==> config.mk <==
export PLATFORM = sky130hd
export DESIGN_NAME = seg_decode_m
export DESIGN_NICKNAME = d
export VERILOG_FILES = /design/src/rtl/seg_decode_m.sv
export SDC_FILE = /design/constraint.sdc
export NUM_CORES = 1
export LEC_CHECK = 0
export BUFFER_PORTS_ARGS = -buffer_cell sky130_fd_sc_hd__buf_2
export CAP_MARGIN = 15
export CORE_UTILIZATION = 51
export CTS_CLUSTER_DIAMETER = 80
export DETAILED_ROUTE_END_ITERATION = 12
export PLACE_DENSITY = 0.75
export SETUP_SLACK_MARGIN = 0.15
export SYNTH_ARGS = -nofsm -noshare
export SYNTH_HDL_FRONTEND = slang
export SYNTH_SLANG_ARGS = --single-unit
==> constraint.sdc <==
create_clock -name clk -period 2.6 [get_ports clk]
set_input_delay 0.39 -clock clk [delete_from_list [all_inputs] [get_ports clk]]
set_output_delay 0.39 -clock clk [all_outputs]
set_load 0.02 [all_outputs]
==> src/rtl/seg_decode_m.sv <==
// seg_decode_m: reads back an active-low 7-segment pattern (a..g = bit6..bit0),
// waits for it to settle, decodes it to a hex digit and offers each new
// stable value as a byte on a valid/ready handshake.
//
// Optional build macro: SEG_DECODE_ASCII_EN
//   defined   -> data is ASCII ('0'-'9', 'A'-'F', '?' for an unknown glyph)
//   undefined -> data is {3'b000, err, nibble}
module seg_decode_m #(
    parameter int STABLE_CYCLES = 4,
    parameter int CNT_W         = 8
) (
    input  logic       clk,
    input  logic       reset,
    input  logic [6:0] seg,
    input  logic       ready,
    input  logic       clr,
    output logic [7:0] data,
    output logic       valid,
    output logic       err,
    output logic       overrun,
    output logic [7:0] err_cnt
);

    localparam logic [CNT_W-1:0] CNT_MAX   = CNT_W'(STABLE_CYCLES - 1);
    localparam logic [6:0]       PAT_ZERO  = 7'b0000001;

    logic [6:0]       seg_s1_q, seg_s1_d;
    logic [6:0]       seg_q, seg_d;
    logic [CNT_W-1:0] cnt_q, cnt_d;
    logic [6:0]       last_pat_q, last_pat_d;
    logic             first_pending_q, first_pending_d;
    logic [7:0]       data_q, data_d;
    logic             valid_q, valid_d;
    logic             err_q, err_d;
    logic             overrun_q, overrun_d;
    logic [7:0]       err_cnt_q, err_cnt_d;

    logic             stable;
    logic             is_new;
    logic             emit;
    logic             dec_err;
    logic [3:0]       dec_nib;
    logic [7:0]       dec_byte;

    // Inverse of the driver glyph table; result is {err, nibble}.
    function automatic logic [4:0] decode(input logic [6:0] p);
        case (p)
            7'b0000001: decode = 5'h00;
            7'b1001111: decode = 5'h01;
            7'b0010010: decode = 5'h02;
            7'b0000110: decode = 5'h03;
            7'b1001100: decode = 5'h04;
            7'b0100100: decode = 5'h05;
            7'b0100000: decode = 5'h06;
            7'b0001111: decode = 5'h07;
            7'b0000000: decode = 5'h08;
            7'b0000100: decode = 5'h09;
            7'b0001000: decode = 5'h0A;
            7'b1100000: decode = 5'h0B;
            7'b0110001: decode = 5'h0C;
            7'b1000010: decode = 5'h0D;
            7'b0110000: decode = 5'h0E;
            7'b0111000: decode = 5'h0F;
            default:    decode = 5'h10;
        endcase
    endfunction

    assign {dec_err, dec_nib} = decode(seg_q);

`ifdef SEG_DECODE_ASCII_EN
    // ASCII formatting of the decoded glyph, uppercase hex letters.
    always_comb begin
        if (dec_err)
            dec_byte = 8'h3F;
        else if (dec_nib < 4'd10)
            dec_byte = 8'h30 + {4'b0000, dec_nib};
        else
            dec_byte = 8'h37 + {4'b0000, dec_nib};
    end
`else
    // Raw formatting: error flag sits just above the nibble.
    always_comb begin
        dec_byte = {3'b000, dec_err, dec_nib};
    end
`endif

    // A pattern is stable once seg_q has matched seg_s1 for STABLE_CYCLES cycles.
    assign stable = (cnt_q == CNT_MAX) && (seg_s1_q == seg_q);
    assign is_new = first_pending_q || (seg_q != last_pat_q);
    assign emit   = stable && is_new && (!valid_q || ready);

    // Next-state logic: synchroniser, stability counter, handshake and status.
    always_comb begin
        seg_s1_d        = seg;
        seg_d           = seg_s1_q;
        cnt_d           = cnt_q;
        last_pat_d      = last_pat_q;
        first_pending_d = first_pending_q;
        data_d          = data_q;
        valid_d         = valid_q;
        err_d           = err_q;
        overrun_d       = overrun_q;
        err_cnt_d       = err_cnt_q;

        if (seg_s1_q != seg_q)
            cnt_d = '0;
        else if (cnt_q != CNT_MAX)
            cnt_d = cnt_q + CNT_W'(1);

        if (valid_q && ready)
            valid_d = 1'b0;

        // A load on the transfer edge overrides the drop of valid.
        if (emit) begin
            data_d          = dec_byte;
            err_d           = dec_err;
            last_pat_d      = seg_q;
            first_pending_d = 1'b0;
            valid_d         = 1'b1;
        end

        // New stable value arrived while the previous byte is still stalled.
        if (stable && is_new && valid_q && !ready)
            overrun_d = 1'b1;

        if (emit && dec_err && (err_cnt_q != 8'hFF))
            err_cnt_d = err_cnt_q + 8'd1;

        // clr has priority over a coincident error emission.
        if (clr) begin
            overrun_d = 1'b0;
            err_cnt_d = 8'd0;
        end
    end

    // State registers with synchronous reset; reset drops any held byte.
    always_ff @(posedge clk) begin
        if (reset) begin
            seg_s1_q        <= PAT_ZERO;
            seg_q           <= PAT_ZERO;
            cnt_q           <= '0;
            last_pat_q      <= PAT_ZERO;
            first_pending_q <= 1'b1;
            data_q          <= 8'd0;
            valid_q         <= 1'b0;
            err_q           <= 1'b0;
            overrun_q       <= 1'b0;
            err_cnt_q       <= 8'd0;
        end else begin
            seg_s1_q        <= seg_s1_d;
            seg_q           <= seg_d;
            cnt_q           <= cnt_d;
            last_pat_q      <= last_pat_d;
            first_pending_q <= first_pending_d;
            data_q          <= data_d;
            valid_q         <= valid_d;
            err_q           <= err_d;
            overrun_q       <= overrun_d;
            err_cnt_q       <= err_cnt_d;
        end
    end

    assign data    = data_q;
    assign valid   = valid_q;
    assign err     = err_q;
    assign overrun = overrun_q;
    assign err_cnt = err_cnt_q;

endmodule

==> flow_summary.json, run 1 <==
{
  "status": "complete, no violations",
  "clock-root-buffer": "clkbuf_8",
  "fill_cells": 364,
  "chipHeight_um": 68.60,
  "drv_slew": 0,
  "irDropWorstVdd_mv": 0.3868,
  "viasPerCell": 5.537,
  "crit_start": "seg_q[3]",
  "worst_slack_ps": 262.1,
  "maxCapViolations": 0,
  "max_freq_ghz": 0.4277,
  "routabilityCongestion": 0.8118,
  "crit_slowest_cell": "or4_4",
  "holdCritStartpoint": "seg[0]",
  "fin_util_pct": 63.58,
  "htreeDepth": 2,
  "place_area_um2": 2507,
  "min_path_type": "in -> reg",
  "rsz0062_at_grt": "true",
  "rows": 23,
  "grt_use_total_pct": 21.35,
  "drt_iter0_markers": 122,
  "end_kind": "flip-flop",
  "ctsHoldBuffers": 0,
  "powerDensity_nw_per_um2": 491.0,
  "numCtsBuffers": 5,
  "firstDrtPassIters": 4,
  "wl_per_cell_um": 13.06,
  "antenna_found_initial": 0,
  "ys_ff_latch": 45,
  "syn-cell-area_um2": 2262,
  "setup_viol": 0,
  "initial_core_util_pct": 54.97,
  "clk_latency_ps": 300,
  "post-route-period-util_pct": 89.92,
  "core_um2": 4115,
  "cts.clk_slew.worst_paths_ps": 90,
  "design_area_um2": 2616,
  "p_leak_nw": 1.061,
  "relSlewSlack_pct": 66.03,
  "synth_cell_types": 59,
  "grt_pass1_vias": 1648,
  "ios": 30,
  "fp.dieArea_um2": 4706,
  "syn_avg_cell_area_um2": 9.085,
  "cp_common_cell": "buf_4",
  "critPathArrivalTime_ps": 2520,
  "crit_path_max_incr_delay_ps": 610,
  "worstReg2RegStart": "seg_q[3]",
  "fin_nets": 297,
  "cts_tree": "done",
  "antenna_cells": 0,
  "synth_top_area_cell": "dfxtp_1",
  "clock-sinks": 45,
  "portBuffers": 26,
  "finalClockSkew_ps": 4.535,
  "critPathRequiredTime_ps": 2780,
  "grt_pass1_wl_um": 7403,
  "synth.top_cells.by_area": "dfxtp_1, xor2_1, mux2i_1, nor2_1, xnor2_1",
  "synth_top_area_share_pct": 39.82,
  "yosysSeqAreaShare_pct": 39.82,
  "netlist_instances": 249,
  "place.detailed.hpwl_um": 3128,
  "synth_edf_count": 0,
  "gr-total-overflow": 0,
  "antenna_left": 0,
  "worst_hold_slack_ps": 259.8,
  "clock_path_buffers": 2,
  "place_ws_ps": 26.15,
  "critPathKind": "reg -> reg",
  "startpoint_type": "flip-flop",
  "grt_max_degree": 33,
  "finalHoldViolations": 0,
  "totalWireLength_um": 4375,
  "yosys_most_used_dff": "dfxtp_1",
  "synthToLayoutAreaGrowth_pct": 15.65,
  "drive_gt1_share_pct": 26.32,
  "drc": 0,
  "finalCriticalPeriod_ps": 2338,
  "die_w_um": 68.60,
  "tightest_slew_ps": 504.8,
  "ys_async_sr_fraction_pct": 0,
  "crit_fanout": 10,
  "yosys_warnings": 0,
  "worstPathCellList": "buf_4 -> and4b_1 -> nand3_1 -> o221ai_1 -> or4_4 -> buf_4 -> o311ai_0 -> o41ai_1",
  "vias": 1855
}
## layout by cell type (no fill, tap or decap), drive strengths merged, types with 3 or more instances in the layout
cell type	instances
clkbuf	5
or3	5
nor2	27
nand3	7
conb	3
nor4	4
o21ai	6
nand4	3
dfxtp	45
and3	4
or2	4
or4	5
xnor2	10
a31oi	3
nor2b	13
buf	46
inv	5
nand2	11
xor2	13
nor3	8
a211oi	3
a21oi	8
nand2b	3
mux2i	11
## power breakdown
| group | internal [mW] | switching [mW] |
|---|---|---|
| sequential | 0.700 | 0.0158 |
| combinational | 0.0553 | 0.0572 |
| clock | 0.196 | 0.260 |
## cell usage after synthesis (5+ instances only)
cell type	count
xor2_1	13
nor2_1	26
mux2i_1	11
a21oi_1	8
nand2_1	11
buf_4	5
nor2b_1	13
nand3_1	7
xnor2_1	10
o21ai_0	6
dfxtp_1	45
buf_2	7
nor3_1	8
## layout make-up
type / instances / area (um^2) / share of cell area (%)
clock inverter: 3 / 25.02 / 0.9565
timing repair buffer: 46 / 280.3 / 10.71
inverter: 3 / 11.26 / 0.4304
clock buffer: 5 / 68.82 / 2.630
multi-input combinational: 183 / 1255 / 47.97
sequential: 45 / 913.4 / 34.91
tap: 50 / 62.56 / 2.391
## stage by stage
stage	power (mW)	TNS, ps	cells
after floorplan	0.8094	-58.09	251
after global routing	1.341	0	335
after global placement	0.8409	0	327
after CTS	1.299	0	335
after detailed placement	0.8421	0	327
final	1.284	0	335
## per-layer routing
metal / routed length (um) / GRT usage (%) / share of wire, %
met1: 2171 / 26.82 / 50
met2: 1966 / 34.19 / 45
met3: 153 / 4.934 / 3.5
met4: 84 / 10.42 / 1.9
met5: 0 / 0 / 0
## sequential cells by signal, indices dropped and copies added (netlist names)
name and flops:
err_cnt 8, cnt_q 8, data 4, first_pending_q 1, valid 1, last_pat_q 7, seg_q 7, seg_d 7
err 1, overrun 1
## logic make-up after synthesis
kind of cell,share of synthesized area (%)
and+or+nand+nor,28.26
buffers and inverters,5.807
AOI/OAI and AO/OA,11.06
muxes,4.867
xor gates and xnor gates,8.905
DFF,39.82
other,0.1658
adders and majority gates,1.106
## worst max-delay path, delay by kind of cell (launching register included)
family | cells | cell delay [ps]
AOI/OAI and AO/OA | 3 | 580
and+or+nand+nor | 3 | 920
buffers and inverters | 2 | 340
DFF | 1 | 370
## final timing paths
| kind | endpoint | slack, ps | cells past startpoint |
|---|---|---|---|
| setup / recovery | err_cnt[5] | 260 | 8 |
| hold / removal | seg_d[0] | 260 | 2 |
| setup reg to reg | err_cnt[5] | 260 | 8 |
| hold reg to reg | overrun | 470 | 1 |
## timing repair
| item | 4_1_cts | 5_1_grt |
|---|---|---|
| setup endpoints to repair | 6 | 5 |
| gates resized for setup | 3 | 6 |
| pin swaps | 1 | 1 |
| buffers inserted | 0 | 0 |
(Power assumes the default switching activity.)
==> inputs of run 2 (changes only) <==
--- a/config.mk
+++ b/config.mk
@@ -11,6 +11,7 @@
 export CTS_CLUSTER_DIAMETER = 80
 export DETAILED_ROUTE_END_ITERATION = 12
 export PLACE_DENSITY = 0.75
+export REMOVE_ABC_BUFFERS = 1
 export SETUP_SLACK_MARGIN = 0.15
 export SYNTH_ARGS = -nofsm -noshare
 export SYNTH_HDL_FRONTEND = slang
==> run 2 against run 1 <==
First-iteration DRC count down 19%. Critical path type unchanged. Worst setup slack better by 12 ps. Flip-flop and latch count did not move. Highest routed layer unchanged. Register-to-register slack barely moved. Largest cell class unchanged. Maximum frequency grew 0.49%.
==> flow_summary.json, run 2 (same netlist as run 1, synthesis figures left out) <==
{
  "rows": 23,
  "max_freq_ghz": 0.4298,
  "drc": 0,
  "grt_pass1_vias": 1693,
  "swShare_pct": 23.22,
  "drt_iter0_markers": 99,
  "vias": 1868,
  "finalCriticalPeriod_ps": 2326,
  "holdCritStartpoint": "seg[0]",
  "post-route-period-util_pct": 89.48,
  "crit_fanout": 6,
  "routabilityCongestion": 0.8838,
  "end_kind": "flip-flop",
  "reg2reg_depth": 7,
  "combPwrFrac_pct": 9.4,
  "setup_viol": 0,
  "place.detailed.hpwl_um": 3326,
  "drv_slew": 0,
  "hold_depth": 2,
  "drive_gt1_share_pct": 26.90,
  "grt_pass1_wl_um": 7541,
  "tightest_slew_ps": 533.9,
  "design_area_um2": 2663,
  "min_path_type": "in -> reg",
  "grt_use_total_pct": 22.00,
  "p_leak_nw": 1.092,
  "place_area_um2": 2520,
  "fin_nets": 303,
  "worstHoldEndpoint": "seg_d[0]",
  "layout.cells.non_filler": 340,
  "core_um2": 4115,
  "critPathKind": "reg -> reg",
  "relSlewSlack_pct": 64.08,
  "maxCapViolations": 0,
  "antenna_left": 0,
  "critPathArrivalTime_ps": 2560,
  "ctsHoldBuffers": 0,
  "clk_latency_ps": 300,
  "portBuffers": 26,
  "worst_hold_slack_ps": 278.3,
  "cts.clk_slew.worst_paths_ps": 80,
  "wl_per_cell_um": 13.42,
  "fp.dieArea_um2": 4706,
  "cts_tree": "done",
  "firstDrtPassIters": 4,
  "rsz0062_at_grt": "true",
  "chipHeight_um": 68.60,
  "final_cell_mix": "dfxtp_1, nor2_1, buf_2",
  "clock-sinks": 45,
  "die_w_um": 68.60,
  "pwr-share-clk_pct": 33.9,
  "numCtsBuffers": 5,
  "fill_cells": 351,
  "clock-root-buffer": "clkbuf_8",
  "initial_core_util_pct": 54.97,
  "reg2reg_to": "err_cnt[3]",
  "startpoint_type": "flip-flop",
  "grt_max_degree": 32,
  "r2r_setup_slack_ps": 270,
  "totalWireLength_um": 4563,
  "powerDensity_nw_per_um2": 473.8,
  "antenna_found_initial": 0,
  "tns_ps": 0,
  "antenna_cells": 0,
  "status": "complete, no violations",
  "irDropWorstVdd_mv": 0.3614,
  "synthToLayoutAreaGrowth_pct": 17.70,
  "critPathRequiredTime_ps": 2840,
  "clock_path_buffers": 2,
  "place_inst": 329,
  "finalClockSkew_ps": 12.14,
  "viasPerCell": 5.494,
  "seq_power_share_pct": 56.7,
  "htreeDepth": 2,
  "worstReg2RegStart": "cnt_q[1]",
  "finalHoldViolations": 0,
  "mostFrequentLayoutCell": "dfxtp_1",
  "p_int_mw": 0.9685,
  "power_switching_mw": 0.2930,
  "gr-total-overflow": 0,
  "ios": 30
}
-- run 2: cell count changes in the layout (fill, tap and decap cells not counted) --
cell,delta
dfxtp_4,-1
buf_4,+5
clkinvlp_4,-1
inv_6,-2
o311ai_1,+1
clkbuf_1,+1
clkbuf_8,+1
dfxtp_1,+1
buf_12,+1
o311ai_0,-1
-- run 2: what timing repair did --
action,4_1_cts,5_1_grt
setup buffers,4,0
gates cloned,0,0
endpoints found under the setup margin,3,16
pin swaps,5,1
resized for setup,11,1
hold endpoints to repair,0,0
-- run 2: routing by layer --
layer	GRT usage, %	up-vias	part of all wire [%]	wire length (um)
li1	-	954	-	-
met1	25.25	862	47	2141
met2	37.75	44	47	2160
met3	5.757	8	3.9	176
met4	10.42	0	1.8	84
met5	0	-	0	0
-- run 2: cell type report --
type	count	area [um^2]	share of cell area (%)
timing repair buffer	52	337.8	12.69
inverter	3	11.26	0.4229
clock buffer	7	86.33	3.242
sequential	45	909.6	34.16
tap	50	62.56	2.350
multi-input combinational	183	1255	47.13
-- run 2: stage by stage --
step	total power [mW]	util [%]	setup slack, ps
floorplan	0.7926	-	-51.33
global placement	0.8433	61.23	106.3
detailed placement	0.8457	61.23	56.74
CTS	1.275	64.70	151.9
global route	1.321	64.70	149.7
finish	1.261	64.70	273.6
-- run 2: worst max-delay path by stage --
stage / startpoint / to / slack [ps] / cells after the start
after global placement: seg_q[3] / err_cnt[7] / 110 / 6
after CTS: cnt_q[1] / err_cnt[3] / 150 / 7
after global routing: cnt_q[1] / err_cnt[3] / 150 / 7
final: cnt_q[1] / err_cnt[3] / 270 / 7
after detailed placement: seg_q[3] / err_cnt[5] / 60 / 7
after floorplan: cnt_q[0] / err_cnt[7] / -50 / 7
-- run 2: critical path, cell delays in order, from the launching register on --
cell	delay, ps
dfxtp_2	360
ha_4	140
or4b_4	460
nor4_4	220
nand4bb_4	140
or2_4	290
or4_1	510
a21oi_1	150
-- run 2: power groups by stage --
stage / registers [mW] / logic (mW) / clock network [mW]
floorplan: 0.732 / 0.0604 / 0
global placement: 0.729 / 0.114 / 0
detailed placement: 0.730 / 0.116 / 0
CTS: 0.714 / 0.119 / 0.441
global route: 0.717 / 0.132 / 0.472
finish: 0.715 / 0.119 / 0.428
